[src/rtl/snn_mem_pkg.sv]
// Shared constants, state encoding and saturation helper for the SNN layer datapath.
// Contents:
//   ADDR_W, DATA_W, ACC_W, FRAC_BITS, KMAX  - datapath sizing
//   DIM_W, KDIM_W                            - widths of map and kernel dimension fields
//   conv_state_t                             - convolution engine FSM states
//   sat16()                                  - clamp an accumulator value to the signed 16-bit range
package snn_mem_pkg;

  localparam int ADDR_W    = 12;
  localparam int DATA_W    = 16;
  localparam int ACC_W     = 40;
  localparam int FRAC_BITS = 8;
  localparam int KMAX      = 7;
  localparam int DIM_W     = 6;
  localparam int KDIM_W    = 3;

  localparam logic signed [ACC_W-1:0] SAT_MAX = 40'sd32767;
  localparam logic signed [ACC_W-1:0] SAT_MIN = -40'sd32768;

  typedef enum logic [2:0] {
    IDLE  = 3'd0,
    SETUP = 3'd1,
    MAC   = 3'd2,
    DRAIN = 3'd3,
    WRITE = 3'd4
  } conv_state_t;

  function automatic logic signed [DATA_W-1:0] sat16(input logic signed [ACC_W-1:0] v);
    logic signed [DATA_W-1:0] res;
    if (v > SAT_MAX) begin
      res = 16'sh7fff;
    end else if (v < SAT_MIN) begin
      res = 16'sh8000;
    end else begin
      res = v[DATA_W-1:0];
    end
    return res;
  endfunction

endpackage

[src/rtl/conv_mac_sat.sv]
// Multiply-accumulate with Q-format rescale, saturation and optional ReLU.
// Ports:
//   clk, reset   - clock, synchronous active-high reset
//   clear_i      - load the accumulator with zero this cycle
//   en_i         - add a_i*b_i into the accumulator this cycle
//   a_i, b_i     - signed operands
//   relu_en_i    - clamp negative results to zero
//   result_o     - sat(acc_next >>> FRAC_BITS), ReLU applied after saturation
// result_o is derived from the next accumulator value, so the cycle that folds in
// the final product can also capture the finished output.
module conv_mac_sat
  import snn_mem_pkg::*;
(
  input  logic                     clk,
  input  logic                     reset,
  input  logic                     clear_i,
  input  logic                     en_i,
  input  logic signed [DATA_W-1:0] a_i,
  input  logic signed [DATA_W-1:0] b_i,
  input  logic                     relu_en_i,
  output logic signed [DATA_W-1:0] result_o
);

  logic signed [ACC_W-1:0]    acc_q;
  logic signed [ACC_W-1:0]    acc_d;
  logic signed [ACC_W-1:0]    shifted;
  logic signed [2*DATA_W-1:0] prod;
  logic signed [DATA_W-1:0]   sat_val;

  // Next accumulator value and the rescaled/saturated result derived from it.
  always_comb begin
    prod  = a_i * b_i;
    acc_d = acc_q;
    if (clear_i) begin
      acc_d = '0;
    end else if (en_i) begin
      acc_d = acc_q + $signed({{(ACC_W-2*DATA_W){prod[2*DATA_W-1]}}, prod});
    end else begin
      acc_d = acc_q;
    end
    shifted  = acc_d >>> FRAC_BITS;
    sat_val  = sat16(shifted);
    result_o = (relu_en_i && sat_val[DATA_W-1]) ? '0 : sat_val;
  end

  // Accumulator register.
  always_ff @(posedge clk) begin
    if (reset) begin
      acc_q <= '0;
    end else begin
      acc_q <= acc_d;
    end
  end

endmodule

[src/rtl/conv2d_engine.sv]
// Valid-mode, stride-1 2D convolution of one signed Q8 feature map with one KxK kernel.
// Ports:
//   clk, reset                         - clock, synchronous active-high reset
//   start / done                       - run request (sampled in IDLE) / 1 when idle
//   relu_en                            - clamp negative outputs to zero
//   src_start_address, src_row_size,
//   src_col_size                       - input map base, rows (H), cols (W, also row stride)
//   src_address / src_readdata         - input read port, data one cycle after address
//   kern_start_address, kern_size      - kernel base and side K (row-major KxK)
//   kern_address / kern_readdata       - kernel read port, data one cycle after address
//   dest_start_address                 - output map base
//   dest_address, dest_writedata,
//   dest_write_en                      - output write port, one strobe per output, row-major
module conv2d_engine
  import snn_mem_pkg::*;
(
  input  logic              clk,
  input  logic              reset,
  input  logic              start,
  output logic              done,
  input  logic              relu_en,
  input  logic [ADDR_W-1:0] src_start_address,
  input  logic [DIM_W-1:0]  src_row_size,
  input  logic [DIM_W-1:0]  src_col_size,
  output logic [ADDR_W-1:0] src_address,
  input  logic [DATA_W-1:0] src_readdata,
  input  logic [ADDR_W-1:0] kern_start_address,
  input  logic [KDIM_W-1:0] kern_size,
  output logic [ADDR_W-1:0] kern_address,
  input  logic [DATA_W-1:0] kern_readdata,
  input  logic [ADDR_W-1:0] dest_start_address,
  output logic [ADDR_W-1:0] dest_address,
  output logic [DATA_W-1:0] dest_writedata,
  output logic              dest_write_en
);

  conv_state_t       state_q;
  logic              done_q, we_q, relu_q;
  logic [DATA_W-1:0] wd_q;
  logic [ADDR_W-1:0] src_addr_q, kern_addr_q, dest_addr_q;
  logic [ADDR_W-1:0] src_base_q, kern_base_q, dest_base_q;
  logic [DIM_W-1:0]  h_q, w_q, oh_q, ow_q, r_q, c_q;
  logic [KDIM_W-1:0] k_q, i_q, j_q;

  logic              tap_last, out_last, k_bad, mac_clear, mac_en;
  logic [KDIM_W-1:0] i_nx, j_nx;
  logic [DIM_W-1:0]  r_nx, c_nx;
  logic signed [DATA_W-1:0] mac_result;

  function automatic logic [ADDR_W-1:0] map_addr(input logic [ADDR_W-1:0] base,
                                                  input logic [DIM_W-1:0]  row,
                                                  input logic [DIM_W-1:0]  stride,
                                                  input logic [DIM_W-1:0]  col);
    return base + ADDR_W'(row) * ADDR_W'(stride) + ADDR_W'(col);
  endfunction

  // Next kernel tap (j fastest), next output position (c fastest) and size check.
  always_comb begin
    tap_last = (i_q == k_q - 3'd1) && (j_q == k_q - 3'd1);
    if (j_q == k_q - 3'd1) begin
      j_nx = '0;
      i_nx = i_q + 3'd1;
    end else begin
      j_nx = j_q + 3'd1;
      i_nx = i_q;
    end
    out_last = (r_q == oh_q - 6'd1) && (c_q == ow_q - 6'd1);
    if (c_q == ow_q - 6'd1) begin
      c_nx = '0;
      r_nx = r_q + 6'd1;
    end else begin
      c_nx = c_q + 6'd1;
      r_nx = r_q;
    end
    k_bad = (k_q == 3'd0) || ({1'b0, k_q} > 4'(KMAX)) ||
            ({3'b0, k_q} > h_q) || ({3'b0, k_q} > w_q);
    // Read data lags the address by one cycle: the first MAC cycle of an output has
    // nothing valid to add, so it clears; DRAIN adds the last tap.
    mac_clear = (state_q == MAC) && (i_q == 3'd0) && (j_q == 3'd0);
    mac_en    = ((state_q == MAC) && !mac_clear) || (state_q == DRAIN);
  end

  conv_mac_sat u_mac (
    .clk       (clk),
    .reset     (reset),
    .clear_i   (mac_clear),
    .en_i      (mac_en),
    .a_i       ($signed(src_readdata)),
    .b_i       ($signed(kern_readdata)),
    .relu_en_i (relu_q),
    .result_o  (mac_result)
  );

  // Control FSM, tap/output counters, address generators and write register.
  always_ff @(posedge clk) begin
    if (reset) begin
      state_q     <= IDLE;
      done_q      <= 1'b1;
      we_q        <= 1'b0;
      wd_q        <= '0;
      relu_q      <= 1'b0;
      src_addr_q  <= src_start_address;
      kern_addr_q <= kern_start_address;
      dest_addr_q <= dest_start_address;
      src_base_q  <= '0;
      kern_base_q <= '0;
      dest_base_q <= '0;
      h_q  <= '0;  w_q  <= '0;  oh_q <= '0;  ow_q <= '0;
      r_q  <= '0;  c_q  <= '0;  k_q  <= '0;  i_q  <= '0;  j_q <= '0;
    end else begin
      we_q <= 1'b0;
      case (state_q)
        IDLE: begin
          if (start) begin
            state_q     <= SETUP;
            done_q      <= 1'b0;
            relu_q      <= relu_en;
            src_base_q  <= src_start_address;
            kern_base_q <= kern_start_address;
            dest_base_q <= dest_start_address;
            h_q         <= src_row_size;
            w_q         <= src_col_size;
            k_q         <= kern_size;
          end
        end
        SETUP: begin
          r_q <= '0;
          c_q <= '0;
          i_q <= '0;
          j_q <= '0;
          if (k_bad) begin
            state_q <= IDLE;
            done_q  <= 1'b1;
          end else begin
            oh_q        <= h_q - {3'b0, k_q} + 6'd1;
            ow_q        <= w_q - {3'b0, k_q} + 6'd1;
            src_addr_q  <= src_base_q;
            kern_addr_q <= kern_base_q;
            state_q     <= MAC;
          end
        end
        MAC: begin
          if (tap_last) begin
            state_q <= DRAIN;
          end else begin
            i_q         <= i_nx;
            j_q         <= j_nx;
            src_addr_q  <= map_addr(src_base_q, r_q + {3'b0, i_nx}, w_q, c_q + {3'b0, j_nx});
            kern_addr_q <= map_addr(kern_base_q, {3'b0, i_nx}, {3'b0, k_q}, {3'b0, j_nx});
          end
        end
        DRAIN: begin
          state_q     <= WRITE;
          we_q        <= 1'b1;
          wd_q        <= mac_result;
          dest_addr_q <= map_addr(dest_base_q, r_q, ow_q, c_q);
        end
        WRITE: begin
          if (out_last) begin
            state_q <= IDLE;
            done_q  <= 1'b1;
          end else begin
            r_q         <= r_nx;
            c_q         <= c_nx;
            i_q         <= '0;
            j_q         <= '0;
            src_addr_q  <= map_addr(src_base_q, r_nx, w_q, c_nx);
            kern_addr_q <= kern_base_q;
            state_q     <= MAC;
          end
        end
        default: begin
          state_q <= IDLE;
          done_q  <= 1'b1;
        end
      endcase
    end
  end

  assign done           = done_q;
  assign src_address    = src_addr_q;
  assign kern_address   = kern_addr_q;
  assign dest_address   = dest_addr_q;
  assign dest_writedata = wd_q;
  assign dest_write_en  = we_q;

endmodule

[config.mk]
export PLATFORM = sky130hd
export DESIGN_NAME = conv2d_engine
export DESIGN_NICKNAME = d
export VERILOG_FILES = /design/src/rtl/snn_mem_pkg.sv /design/src/rtl/conv_mac_sat.sv /design/src/rtl/conv2d_engine.sv
export SDC_FILE = /design/constraint.sdc
export NUM_CORES = 2
export LEC_CHECK = 0
export CAP_MARGIN = 10
export CELL_PAD_IN_SITES_DETAIL_PLACEMENT = 1
export CELL_PAD_IN_SITES_GLOBAL_PLACEMENT = 1
export CORE_MARGIN = 4
export CORE_UTILIZATION = 30
export CTS_CLUSTER_DIAMETER = 30
export DETAILED_ROUTE_END_ITERATION = 8
export GPL_ROUTABILITY_DRIVEN = 0
export PLACE_DENSITY_LB_ADDON = 0.1
export SYNTH_ARGS = -nofsm -noshare
export SYNTH_HDL_FRONTEND = slang
export SYNTH_SLANG_ARGS = --single-unit
[constraint.sdc]
create_clock -name clk -period 19.3 [get_ports clk]
set_input_delay 3.86 -clock clk [delete_from_list [all_inputs] [get_ports clk]]
set_output_delay 3.86 -clock clk [all_outputs]
set_load 0.02 [all_outputs]
==> impl_metrics.csv <==
group,metric,value,unit
status,outcome,"completed",
timing,fin_setup_tns,0,ps
timing,relSlewSlack,36.5,%
timing,highest_clock_frequency_the_design_can_meet,0.0847,GHz
timing,setup_violations,0,
detailed_routing,detail_route.drc_violations,0,
place,detailed_place_hpwl,68400,um
floorplan,core.rowCount,109,
cells_and_area,synthToLayoutAreaGrowth,11.8,%
timing,worst_pin_slew,949,ps
grt,global_route.usage.total,18.0,%
synth,multiplexer_area_fraction_after_synthesis,0.930,%
floorplan,effective_utilization_at_floorplan,30.2,%
detailed_routing,detail_route.wirelength,81800,um
cts,clock-sinks,179,
detailed_routing,vias_per_cell,4.76,
detailed_routing,dr_total_vias,20400,
place,dp_worst_setup_slack,6930,ps
setup_path,setup.worst_path.start_class,"input port",
cts,cts_repair_resize_count,0,
run,cap_violations,0,
setup_path,r2r_setup_slack,10560,ps
floorplan,fp.dieArea,93600,um2
cts,worst_skew_pair.late_latency,490,ps
timing,finalWorstSetupSlack,7490,ps
synth,synth_enable_flop_cells,36,
detailed_routing,routed_wl_per_cell,19.1,um
grt,groute.layer.met1.usage,23.0,%
timing,fin_worst_skew,15.0,ps
place,buffer_ports.inserted,140,
timing,setup_repair_after_global_routing_missed_its_margin,"no",
grt,global_route.peak_usage_layer,"met2",
setup_path,timing.reg2reg.worst_path_depth,30,
synth,synth_flop_cell,"dfxtp_1",
detailed_routing,detailedRoute.firstIterationViolations,816,
cts,numCtsBuffers,17,
timing,slew_violations,0,
grt,grt_pass1_wl,134000,um
setup_path,r2r_end,"src_address[11]",
setup_path,worst_r2r_startpoint,"k_q[0]",
grt,via_count_of_the_first_global_routing_pass,23400,
hold_path,hold-path-cell-count,2,
cts,postCtsSetupBuffers,0,
synth,yosys.area_share.adder,44.4,%
synth,mappedNetlistNets,3830,
setup_path,critical_path.max_fanout,16,
synth,synth_seq_area_share,14.8,%
timing,finalCritPeriodShare,61.2,%
detailed_routing,detailedRoute.firstPassIterationCount,5,
synth,synthSimpleGateAreaFrac,14.9,%
setup_path,setup.worst_path.end_class,"flop",
synth,synth_compound_gate_area_share,10.4,%
hold_path,end_of_the_worst_hold_path,"dest_base_q[9]",
floorplan,floorplan.core_area,88200,um2
grt,grt_max_degree,81,
synth,synth_cell_type_count,72,
synth,yosys.area_share.xor_xnor,3.88,%
setup_path,worstPathArrival,12160,ps
setup_path,cp.required,19650,ps
cts,h_tree_levels,4,
place,placement.cell_area,29200,um2
cts,cts_root_buf,"clkbuf_16",
setup_path,worstSetupPathType,"input port to flop",
synth,synth_top_family_by_area,"adder cells",
cts,max_clock_buf_depth,2,
floorplan,chipWidth,306,um
floorplan,io_pins,141,
synth,synth_warnings,0,
timing,finalHoldViolations,0,
floorplan,fp.dieH,306,um
cells_and_area,num-nets-final,3881,
cts,hold_buffers,0,
cts,clk_transition_reported_paths,70,ps
grt,grt_antenna_before_repair,0,
synth,synth_seq_cells,179,
cts,tritoncts,"done",
synth,synth_area_per_cell,8.71,um2
cells_and_area,n_antenna_cell,0,
synth,synthesis.instances,3058,
cells_and_area,fin_area,29800,um2
timing,final.min_clock_period,11810,ps
hold_path,hp-start,"dest_base_q[9]",
grt,global_route_congestion_overflow_total,0,
cells_and_area,post_route_cells_drive_above_1_share,2.34,%
grt,globalRouteMet2Util,31.9,%
hold_path,hp-class,"flop to flop",
synth,post_synth_instance_area,26600,um2
synth,synth-async-reset-ratio,0,%
detailed_routing,antenna_left,0,
grt,grtUsageMet3,2.07,%
==> state kept, by name, summed over array words and instances (netlist names) <==
name and count:
r_q 6, k_q 3, done 1, oh_q 6, h_q 6, u_mac.acc_q 40, dest_write_en 1, ow_q 6
i_q 3, src_address 12, w_q 6, j_q 3, c_q 6, kern_base_q 12, state_q 3, dest_address 12
kern_address 12, dest_writedata 16, src_base_q 12, dest_base_q 12, relu_q 1
==> final cells by class <==
type	instances	area (um2)
Tap cell	1165	1460
Fill cell	10300	58500
Clock inverter	11	129
Clock buffer	21	465
Multi-Input combinational cell	2132	19900
Timing Repair Buffer	155	1520
Sequential cell	179	3940
Inverter	624	2340
==> per-layer routing <==
metal | vias to the layer above | part of all wire, %
met2 | 266 | 50
met1 | 10400 | 45
met5 | - | 0
met3 | 107 | 2.6
li1 | 9617 | -
met4 | 0 | 3.0
==> worst max-delay path, cell delays in order <==
cell and delay (ps):
clkdlybuf4s50_1 810, nand2_1 350, inv_1 100, fa_1 750, fa_1 450, inv_1 330, fa_1 640, fa_1 810
inv_1 130, fa_1 500, inv_1 60, fa_1 530, inv_1 40, ha_1 410, nand2_1 150, nor3_1 290
o21ai_0 140, a21oi_1 270, mux2i_1 320, nand2_1 90, nor3_1 190, nand3_1 160, o31ai_4 590, a31oi_1 160
==> cells in the mapped netlist (all sizes together) (5+ instances only) <==
master / number / area [um2]
ha: 251 / 3140
a21o: 34 / 258
nor2: 128 / 480
clkbuf: 111 / 417
a221oi: 5 / 50.0
nor4: 5 / 31.3
buf: 12 / 72.6
edfxtp: 36 / 1080
o31ai: 5 / 65.1
nor3: 29 / 155
mux2: 6 / 67.6
o21bai: 8 / 60.1
nand4: 19 / 119
o22ai: 10 / 62.6
and2: 167 / 1040
a21oi: 221 / 1110
a22oi: 15 / 113
nand3: 22 / 115
nand2: 398 / 1490
o211ai: 11 / 82.6
dfxtp: 143 / 2860
o21ai: 73 / 365
mux2i: 18 / 180
inv: 624 / 2340
a31oi: 11 / 68.8
o21a: 10 / 75.1
xnor2: 78 / 683
nand2b: 21 / 131
a211oi: 20 / 150
fa: 434 / 8690
xor2: 40 / 350
nor2b: 31 / 194
and3: 10 / 62.6
or3: 5 / 31.3
==> worst max path at each step <==
stage / startpoint / endpoint / slack (ps) / cells past startpoint
finish: src_readdata[15] / dest_writedata[5] / 7490 / 24
CTS: src_readdata[15] / dest_writedata[5] / 7470 / 24
floorplan: src_readdata[15] / dest_writedata[0] / 8640 / 27
global placement: src_readdata[15] / dest_writedata[5] / 7110 / 24
detailed placement: src_readdata[15] / dest_writedata[3] / 6930 / 25
global route: src_readdata[15] / dest_writedata[3] / 6990 / 24
==> through the flow <==
step / std cells / utilization, % / hold WS [ps]
6_report: 4287 / 33.7 / 462
5_1_grt: 4287 / 33.7 / 492
4_1_cts: 4287 / 33.7 / 465
3_5_place_dp: 4255 / 33.1 / 455
3_3_place_gp: 4255 / 33.1 / 451
2_1_floorplan: 3058 / - / 431
==> kinds of logic (layout without fill, tap and decap cells) <==
| kind of cell | Yosys count | after routing |
|---|---|---|
| adder cells (fa/ha/maj) | 685 | 685 |
| buffers and inverters | 747 | 811 |
| AO/OA/AOI/OAI | 456 | 456 |
| AND/OR/NAND/NOR | 849 | 849 |
| XOR/XNOR | 118 | 118 |
| flip-flops | 179 | 179 |
| multiplexers | 24 | 24 |
==> cells in the final DEF, fill, tap and decap left out, types with 11 or more instances in the layout <==
| cell type | netlist | routed |
|---|---|---|
| nand3_1 | 21 | 21 |
| xnor2_1 | 78 | 78 |
| o21ai_0 | 70 | 70 |
| nor2_1 | 128 | 127 |
| dfxtp_1 | 143 | 143 |
| nand2b_1 | 21 | 21 |
| a31oi_1 | 11 | 11 |
| edfxtp_1 | 36 | 36 |
| ha_1 | 251 | 251 |
| clkdlybuf4s50_1 | 0 | 139 |
| a21oi_1 | 221 | 219 |
| o211ai_1 | 11 | 11 |
| a22oi_1 | 15 | 15 |
| nand2_1 | 398 | 398 |
| a21o_1 | 32 | 32 |
| buf_4 | 3 | 15 |
| nand4_1 | 19 | 19 |
| mux2i_1 | 18 | 18 |
| nor2b_1 | 31 | 31 |
| fa_1 | 434 | 434 |
| and2_1 | 167 | 167 |
| inv_1 | 624 | 624 |
| clkbuf_16 | 0 | 18 |
| xor2_1 | 40 | 40 |
| nor3_1 | 27 | 27 |
| a211oi_1 | 20 | 20 |
Power is left out: the tool's default activity adds up to more than one toggle a clock period on the data nets, which glitch-free logic cannot reach.
